--- config.mk ---
export PLATFORM = sky130hd
export DESIGN_NAME = execute_stage_md
export DESIGN_NICKNAME = d
export VERILOG_FILES = /design/src/rtl/execute_stage_md.sv
export SDC_FILE = /design/constraint.sdc
export NUM_CORES = 2
export LEC_CHECK = 0
export BUFFER_PORTS_ARGS = -buffer_cell sky130_fd_sc_hd__buf_2
export CORE_UTILIZATION = 24
export CTS_CLUSTER_SIZE = 30
export DETAILED_ROUTE_END_ITERATION = 10
export MAX_ROUTING_LAYER = met4
export PLACE_DENSITY = 0.49
export SYNTH_ARGS = -nofsm -noshare
export SYNTH_HDL_FRONTEND = slang
export SYNTH_SLANG_ARGS = --single-unit
--- constraint.sdc ---
create_clock -name clk -period 23.7 [get_ports clk]
set_clock_uncertainty 0.15 [all_clocks]
set_input_delay 2.37 -clock clk [delete_from_list [all_inputs] [get_ports clk]]
set_output_delay 2.37 -clock clk [all_outputs]
set_load 0.02 [all_outputs]
--- src/rtl/execute_stage_md.sv ---
// Execute stage with single-cycle ALU/branch/jump path, fixed-latency multiplier
// and radix-2 restoring divider, behind a valid/ready handshake.
package execute_stage_md_pkg;
    typedef enum logic {RS1_REG, RS1_PC} alu_rs1_e;
    typedef enum logic {RS2_REG, RS2_IMM} alu_rs2_e;
    typedef enum logic [3:0] {
        ALU_ADD, ALU_SUB, ALU_SLL, ALU_SLT, ALU_SLTU, ALU_XOR,
        ALU_SRL, ALU_SRA, ALU_OR, ALU_AND, ALU_LUI
    } alu_op_e;
    typedef enum logic [2:0] {BR_NONE, BR_EQ, BR_NE, BR_LT, BR_GE, BR_LTU, BR_GEU} branch_op_e;
    typedef enum logic {JAL_NO, JAL_YES} jal_op_e;
    typedef enum logic {JALR_NO, JALR_YES} jalr_op_e;
endpackage

module execute_stage_md
    import execute_stage_md_pkg::*;
#(
    parameter int XLEN        = 32,
    parameter int MUL_LATENCY = 3,
    parameter int DIV_ENABLE  = 1
) (
    input  logic            clk,
    input  logic            rst_n,
    input  logic            in_valid,
    output logic            in_ready,
    input  logic [XLEN-1:0] rs1,
    input  logic [XLEN-1:0] rs2,
    input  logic [XLEN-1:0] imm,
    input  logic [XLEN-1:0] pc,
    input  logic [XLEN-1:0] pc_4,
    input  alu_rs1_e        alu_rs1,
    input  alu_rs2_e        alu_rs2,
    input  alu_op_e         alu_op_code,
    input  branch_op_e      branch_op,
    input  jal_op_e         jal_op,
    input  jalr_op_e        jalr_op,
    input  logic            md_en,
    input  logic [2:0]      md_op,
    input  logic            flush,
    output logic            out_valid,
    input  logic            out_ready,
    output logic [XLEN-1:0] result,
    output logic            branch_taken,
    output logic [XLEN-1:0] branch_target
);
    localparam int SHW = $clog2(XLEN);
    typedef enum logic [1:0] {S_IDLE, S_MUL, S_DIV, S_DONE} state_e;

    state_e            state_q, state_d;
    logic [XLEN-1:0]   res_q, res_d, target_q, target_d;
    logic              taken_q, taken_d;
    logic [6:0]        cnt_q, cnt_d;
    logic [XLEN-1:0]   quo_q, quo_d, rem_q, rem_d, dvs_q, dvs_d;
    logic              qneg_q, qneg_d, rneg_q, rneg_d, isrem_q, isrem_d;

    logic [XLEN-1:0]   op_a, op_b, alu_res, jalr_sum;
    logic [SHW-1:0]    shamt;
    logic              br_cond, accept, a_neg, b_neg;
    logic [2*XLEN-1:0] mul_a, mul_b, prod;
    logic [XLEN-1:0]   mul_res;
    logic [XLEN:0]     div_shift, div_trial;
    logic              div_bit;
    logic [XLEN-1:0]   quo_n, rem_n, div_res;

    // ALU and branch compare
    assign op_a     = (alu_rs1 == RS1_PC) ? pc : rs1;
    assign op_b     = (alu_rs2 == RS2_IMM) ? imm : rs2;
    assign shamt    = op_b[SHW-1:0];
    assign jalr_sum = rs1 + imm;

    always_comb begin
        alu_res = '0;
        case (alu_op_code)
            ALU_ADD:  alu_res = op_a + op_b;
            ALU_SUB:  alu_res = op_a - op_b;
            ALU_SLL:  alu_res = op_a << shamt;
            ALU_SLT:  alu_res = XLEN'($signed(op_a) < $signed(op_b));
            ALU_SLTU: alu_res = XLEN'(op_a < op_b);
            ALU_XOR:  alu_res = op_a ^ op_b;
            ALU_SRL:  alu_res = op_a >> shamt;
            ALU_SRA:  alu_res = XLEN'($signed(op_a) >>> shamt);
            ALU_OR:   alu_res = op_a | op_b;
            ALU_AND:  alu_res = op_a & op_b;
            ALU_LUI:  alu_res = op_b;
            default:  alu_res = '0;
        endcase
        br_cond = 1'b0;
        case (branch_op)
            BR_EQ:   br_cond = (rs1 == rs2);
            BR_NE:   br_cond = (rs1 != rs2);
            BR_LT:   br_cond = ($signed(rs1) < $signed(rs2));
            BR_GE:   br_cond = ($signed(rs1) >= $signed(rs2));
            BR_LTU:  br_cond = (rs1 < rs2);
            BR_GEU:  br_cond = (rs1 >= rs2);
            default: br_cond = 1'b0;
        endcase
    end

    // Operands widened by the op's signedness so one 2*XLEN product serves all four ops
    assign mul_a   = {{XLEN{rs1[XLEN-1] & (md_op[1:0] != 2'd3)}}, rs1};
    assign mul_b   = {{XLEN{rs2[XLEN-1] & ~md_op[1]}}, rs2};
    assign prod    = mul_a * mul_b;
    assign mul_res = (md_op[1:0] == 2'd0) ? prod[XLEN-1:0] : prod[2*XLEN-1:XLEN];

    // One restoring step: divisor of zero always "fits", giving all-ones quotient and rem = |rs1|
    assign a_neg     = ~md_op[0] & rs1[XLEN-1];
    assign b_neg     = ~md_op[0] & rs2[XLEN-1];
    assign div_shift = {rem_q, quo_q[XLEN-1]};
    assign div_trial = div_shift - {1'b0, dvs_q};
    assign div_bit   = ~div_trial[XLEN];
    assign rem_n     = div_bit ? div_trial[XLEN-1:0] : div_shift[XLEN-1:0];
    assign quo_n     = {quo_q[XLEN-2:0], div_bit};
    assign div_res   = isrem_q ? (rneg_q ? -rem_n : rem_n) : (qneg_q ? -quo_n : quo_n);

    always_comb begin
        in_ready  = 1'b0;
        if (rst_n && !flush)
            in_ready = (state_q == S_IDLE) || (state_q == S_DONE && out_ready);
        out_valid = (state_q == S_DONE);
    end

    assign accept = in_valid && in_ready;

    always_comb begin
        state_d  = state_q;
        res_d    = res_q;
        taken_d  = taken_q;
        target_d = target_q;
        cnt_d    = cnt_q;
        quo_d    = quo_q;
        rem_d    = rem_q;
        dvs_d    = dvs_q;
        qneg_d   = qneg_q;
        rneg_d   = rneg_q;
        isrem_d  = isrem_q;
        case (state_q)
            S_DONE: if (out_ready) state_d = S_IDLE;
            S_MUL: begin
                cnt_d = cnt_q - 7'd1;
                if (cnt_q == 7'd1) state_d = S_DONE;
            end
            S_DIV: begin
                cnt_d = cnt_q - 7'd1;
                quo_d = quo_n;
                rem_d = rem_n;
                if (cnt_q == 7'd1) begin
                    state_d = S_DONE;
                    res_d   = div_res;
                end
            end
            default: ;
        endcase
        if (accept) begin
            state_d  = S_DONE;
            taken_d  = 1'b0;
            target_d = '0;
            if (!md_en) begin
                if (jal_op == JAL_YES) begin
                    res_d    = pc_4;
                    target_d = pc + imm;
                    taken_d  = 1'b1;
                end else if (jalr_op == JALR_YES) begin
                    res_d    = pc_4;
                    target_d = {jalr_sum[XLEN-1:1], 1'b0};
                    taken_d  = 1'b1;
                end else begin
                    res_d    = alu_res;
                    target_d = pc + imm;
                    taken_d  = br_cond;
                end
            end else if (!md_op[2]) begin
                res_d = mul_res;
                if (MUL_LATENCY > 1) begin
                    state_d = S_MUL;
                    cnt_d   = 7'(MUL_LATENCY - 1);
                end
            end else if (DIV_ENABLE == 0) begin
                res_d = '1;
            end else begin
                state_d = S_DIV;
                cnt_d   = 7'(XLEN);
                quo_d   = a_neg ? -rs1 : rs1;
                dvs_d   = b_neg ? -rs2 : rs2;
                rem_d   = '0;
                qneg_d  = (a_neg ^ b_neg) && (rs2 != '0);
                rneg_d  = a_neg;
                isrem_d = md_op[1];
            end
        end
        if (flush) begin
            state_d = S_IDLE;
            cnt_d   = '0;
        end
    end

    always_ff @(posedge clk) begin
        if (!rst_n) begin
            state_q  <= S_IDLE;
            res_q    <= '0;
            taken_q  <= 1'b0;
            target_q <= '0;
            cnt_q    <= '0;
            quo_q    <= '0;
            rem_q    <= '0;
            dvs_q    <= '0;
            qneg_q   <= 1'b0;
            rneg_q   <= 1'b0;
            isrem_q  <= 1'b0;
        end else begin
            state_q  <= state_d;
            res_q    <= res_d;
            taken_q  <= taken_d;
            target_q <= target_d;
            cnt_q    <= cnt_d;
            quo_q    <= quo_d;
            rem_q    <= rem_d;
            dvs_q    <= dvs_d;
            qneg_q   <= qneg_d;
            rneg_q   <= rneg_d;
            isrem_q  <= isrem_d;
        end
    end

    assign result        = res_q;
    assign branch_taken  = taken_q;
    assign branch_target = target_q;
endmodule
==> results.md <==
Synth:
- Dividing the synthesized area by the synthesized cell count gives 8.14 um2.
- The number of cells produced by synthesis is 7836.
- Counting flops and latches in the post-synthesis netlist gives 173.
- The share of the Yosys chip area taken by registers is 0.0543.
- The number of warnings issued by yosys is 0.
- For this run, the leading register cell type out of synthesis is sky130_fd_sc_hd__dfxtp_1.
- Of all flip-flops after synthesis, the portion carrying an async set or reset was 0.
- The net count of the mapped netlist is 9622.
- The netlist area before placement is 63800 um2.
- After synthesis, the netlist uses 101 different library cells.
- The number of synthesized flops with an enable pin is 0.

GRT:
- The largest net degree at the start of global routing is 86.
- The total overflow left after global routing is 0.
- The global-route wire length before repair is 415 mm.
- The number of antenna violations at the first check in global routing came to 34.
- The total track usage is 0.218.
- The number of global-route vias before repair was 59926.

Floorplanning:
- The die area is 268000 um2.
- The core region area is 263000 um2.
- In this run the count of I/O pins placed on the die edge is 247.
- The initial cell density of the core is 0.242.
- The die is 517 um wide.
- The placement row count is 188.
- From bottom edge to top edge, the die measures 517 um.

CTS:
- The number of clock sinks seen by CTS is 173.
- The longest clock path from root to sink contains 2 buffers.
- The tree is rooted in a sky130_fd_sc_hd__clkbuf_16.
- The CTS tree is built.
- The number of cells upsized or downsized after cts is 0.
- After clock tree synthesis, the flow added hold-fix buffers numbering 0.
- The H-tree was split into 4 levels.
- In this run, CTS created clock tree buffers numbering 17.
- Clock-pin slew was measured on the worst setup and hold paths at 0.08 ns.
- The later-pin clock latency in the skew report is 0.52 ns.
- The buffer count from post-CTS setup fixing is 0.

STA:
- The number of pins with negative max-slew slack in the final report is 0.
- Headroom to the max-slew limit came out at 0.0659.
- The maximum achievable frequency is 86.1 MHz.
- The final critical delay including setup and external delays is 11.62 ns.
- At the pin with the least slew margin, the transition time is 1.39 ns.
- Of the available clock period, the critical path in the final layout requires 0.490.
- The total negative setup slack is 0 ns.
- Setup repair after global routing left no endpoint under its margin.
- Setup violations remaining at the end of the flow were counted as 0.
- The count of endpoints failing hold in the final timing report is 0.

Worst setup path:
- The data required time of the worst path is 23.96 ns.
- The most common cell type on the critical path is sky130_fd_sc_hd__fa_1.
- The worst setup path is launched from an input pin.
- The maximum fanout count along the critical path is 31.
- On the worst path, the slowest cell contributes a delay of 0.76 ns.
- At the worst endpoint, the arrival time is 11.88 ns.
- The endpoint kind of the worst setup timing path is a flip-flop.
- The reg-to-reg setup timing slack is 16.70 ns.
- The worst-path cell with the longest stage delay is sky130_fd_sc_hd__fa_1.
- The kind of critical path is input pin to flip-flop.

Placed design:
- The post-DP HPWL is 224 mm.
- The count of buffers from port buffering is 246.
- The weighted congestion at the end of routability-driven global placement is 0.991.

Detailed routing:
- The routed via count is 58191.
- After detailed routing, the average wire length per cell comes to 25.3 um.
- Before antenna repair, the detailed router went through 6 iterations.
- The via-per-instance ratio is 5.15.
- The remaining antenna violation count is 0.
- For this block, the initial DRC count from the detailed router was 6031.
- After detailed routing, the number of remaining DRC violations is 0.
- The final layout contains routed wiring with a total length of 286 mm.

Finish:
- The net count reported at finish is 9538.
- The commonest non-fill, non-tap cell in the layout is sky130_fd_sc_hd__inv_1.
- Compared with the post-synthesis result, the final layout area differs by 8.68%.
- In the layout the commonest cells are sky130_fd_sc_hd__inv_1 (1317), sky130_fd_sc_hd__fa_1 (1130), sky130_fd_sc_hd__nand2_1 (1017).
- Of the cells placed in the final design, the portion with a size suffix greater than 1 is 0.0675.

Hold path:
- The path class of the lowest-slack min-delay path is flip-flop to flip-flop.

Status:
- The flow ran to the end, and the final reports show no timing, DRC or antenna violations.

Flow run:
- The number of maximum-capacitance constraint violations is 0.
[worst max-delay path, delay by kind of cell]
kind                     cells  cell delay [ns]
AO/OA/AOI/OAI               11             2.31
buffers and inverters        7             1.80
AND/OR/NAND/NOR              3             0.42
adder cells (fa/ha/maj)      9             4.90
[metal layers]
metal	share of wire	track usage	vias up	wire, um
met1	0.41	0.271	29903	118000
met3	0.077	0.0364	594	22000
met2	0.46	0.346	2552	131000
met4	0.051	0.0971	0	14500
met5	0	-	-	0
li1	-	-	25142	-
[flip-flops by register name, indices dropped and copies added, names as in the netlist, 2 cells and up]
signal / count
cnt_q: 7
branch_target: 32
result: 32
state_q: 2
rem_q: 32
quo_q: 32
dvs_q: 32
[kinds of logic after synthesis]
group / count (synthesis) / share of synthesized area
compound gates: 1451 / 0.149
xor+xnor: 267 / 0.0367
fa+ha+maj: 1606 / 0.448
buf+inv: 1800 / 0.106
flops: 173 / 0.0543
mux: 240 / 0.0391
simple gates: 2299 / 0.166
[per-stage QoR]
stage,util,worst slack (ns),std cells,area (um2),hold slack [ns]
finish,0.263,12.08,11296,69300,0.311
global route,0.263,11.58,11292,69300,0.325
CTS,0.263,12.09,11280,69200,0.314
detailed placement,0.261,11.57,11248,68600,0.302
global placement,0.261,11.62,11248,68600,0.294
floorplan,-,12.61,7836,63800,0.292
[final timing paths]
path | from | end | depth (start not counted)
max | rs1[31] | result[25] | 30
min | branch_target[7] | branch_target[7] | 2
max reg2reg | quo_q[31] | result[24] | 25
min reg2reg | branch_target[7] | branch_target[7] | 2
[synthesized netlist by cell type, types with 13 or more instances]
cell                        count  share of area
sky130_fd_sc_hd__mux2i_1      187          0.029
sky130_fd_sc_hd__o21ai_1       14         0.0011
sky130_fd_sc_hd__o22ai_1       41         0.0040
sky130_fd_sc_hd__nor2_1       445          0.026
sky130_fd_sc_hd__or2_2         27         0.0026
sky130_fd_sc_hd__or3_1         31         0.0030
sky130_fd_sc_hd__o41ai_1       19         0.0026
sky130_fd_sc_hd__a211oi_1      87          0.010
sky130_fd_sc_hd__a41oi_1       14         0.0019
sky130_fd_sc_hd__o221ai_1      24         0.0033
sky130_fd_sc_hd__nand2_1     1018          0.060
sky130_fd_sc_hd__mux2_2        50         0.0088
sky130_fd_sc_hd__and3_1        29         0.0028
sky130_fd_sc_hd__nor3_1        77         0.0060
sky130_fd_sc_hd__nand3_1      132          0.010
sky130_fd_sc_hd__a311oi_1      14         0.0019
sky130_fd_sc_hd__nor4_1        34         0.0033
sky130_fd_sc_hd__o21ai_0      334          0.026
sky130_fd_sc_hd__or4_1         14         0.0016
sky130_fd_sc_hd__dfxtp_1      173          0.054
sky130_fd_sc_hd__clkbuf_1     398          0.023
sky130_fd_sc_hd__a31oi_1       46         0.0045
sky130_fd_sc_hd__nor2b_1       35         0.0034
sky130_fd_sc_hd__nand4_1       37         0.0036
sky130_fd_sc_hd__a21boi_0      15         0.0018
sky130_fd_sc_hd__a21oi_1      350          0.027
sky130_fd_sc_hd__buf_1         63         0.0037
sky130_fd_sc_hd__a211o_1       16         0.0022
sky130_fd_sc_hd__nand2b_1      38         0.0037
sky130_fd_sc_hd__xor2_1        86          0.012
sky130_fd_sc_hd__inv_1       1317          0.078
sky130_fd_sc_hd__o2111ai_1     15         0.0021
sky130_fd_sc_hd__a221o_1       13         0.0020
sky130_fd_sc_hd__o21a_1        39         0.0046
sky130_fd_sc_hd__a221oi_1      40         0.0055
sky130_fd_sc_hd__o211ai_1      56         0.0066
sky130_fd_sc_hd__o31ai_1       37         0.0044
sky130_fd_sc_hd__o21bai_1      30         0.0035
sky130_fd_sc_hd__and2_1       342          0.034
sky130_fd_sc_hd__xnor2_1      181          0.025
sky130_fd_sc_hd__a21o_1        92          0.011
sky130_fd_sc_hd__fa_1        1130           0.35
sky130_fd_sc_hd__a22oi_1       46         0.0054
sky130_fd_sc_hd__ha_1         476          0.093
[final cells by class]
class                   instances  area (um2)
fillers                     28683      194000
flip-flops and latches        173        3460
clock inverters                15         206
clock buffers                  17         425
multi-input cells            5863       53600
well taps                    3515        4400
diodes                         16        40.0
repair buffers                372        2180
inverters                    1325        4970
Power is not shown: default switching activity piles up to over one toggle a cycle in this logic, so the estimate is an artifact.
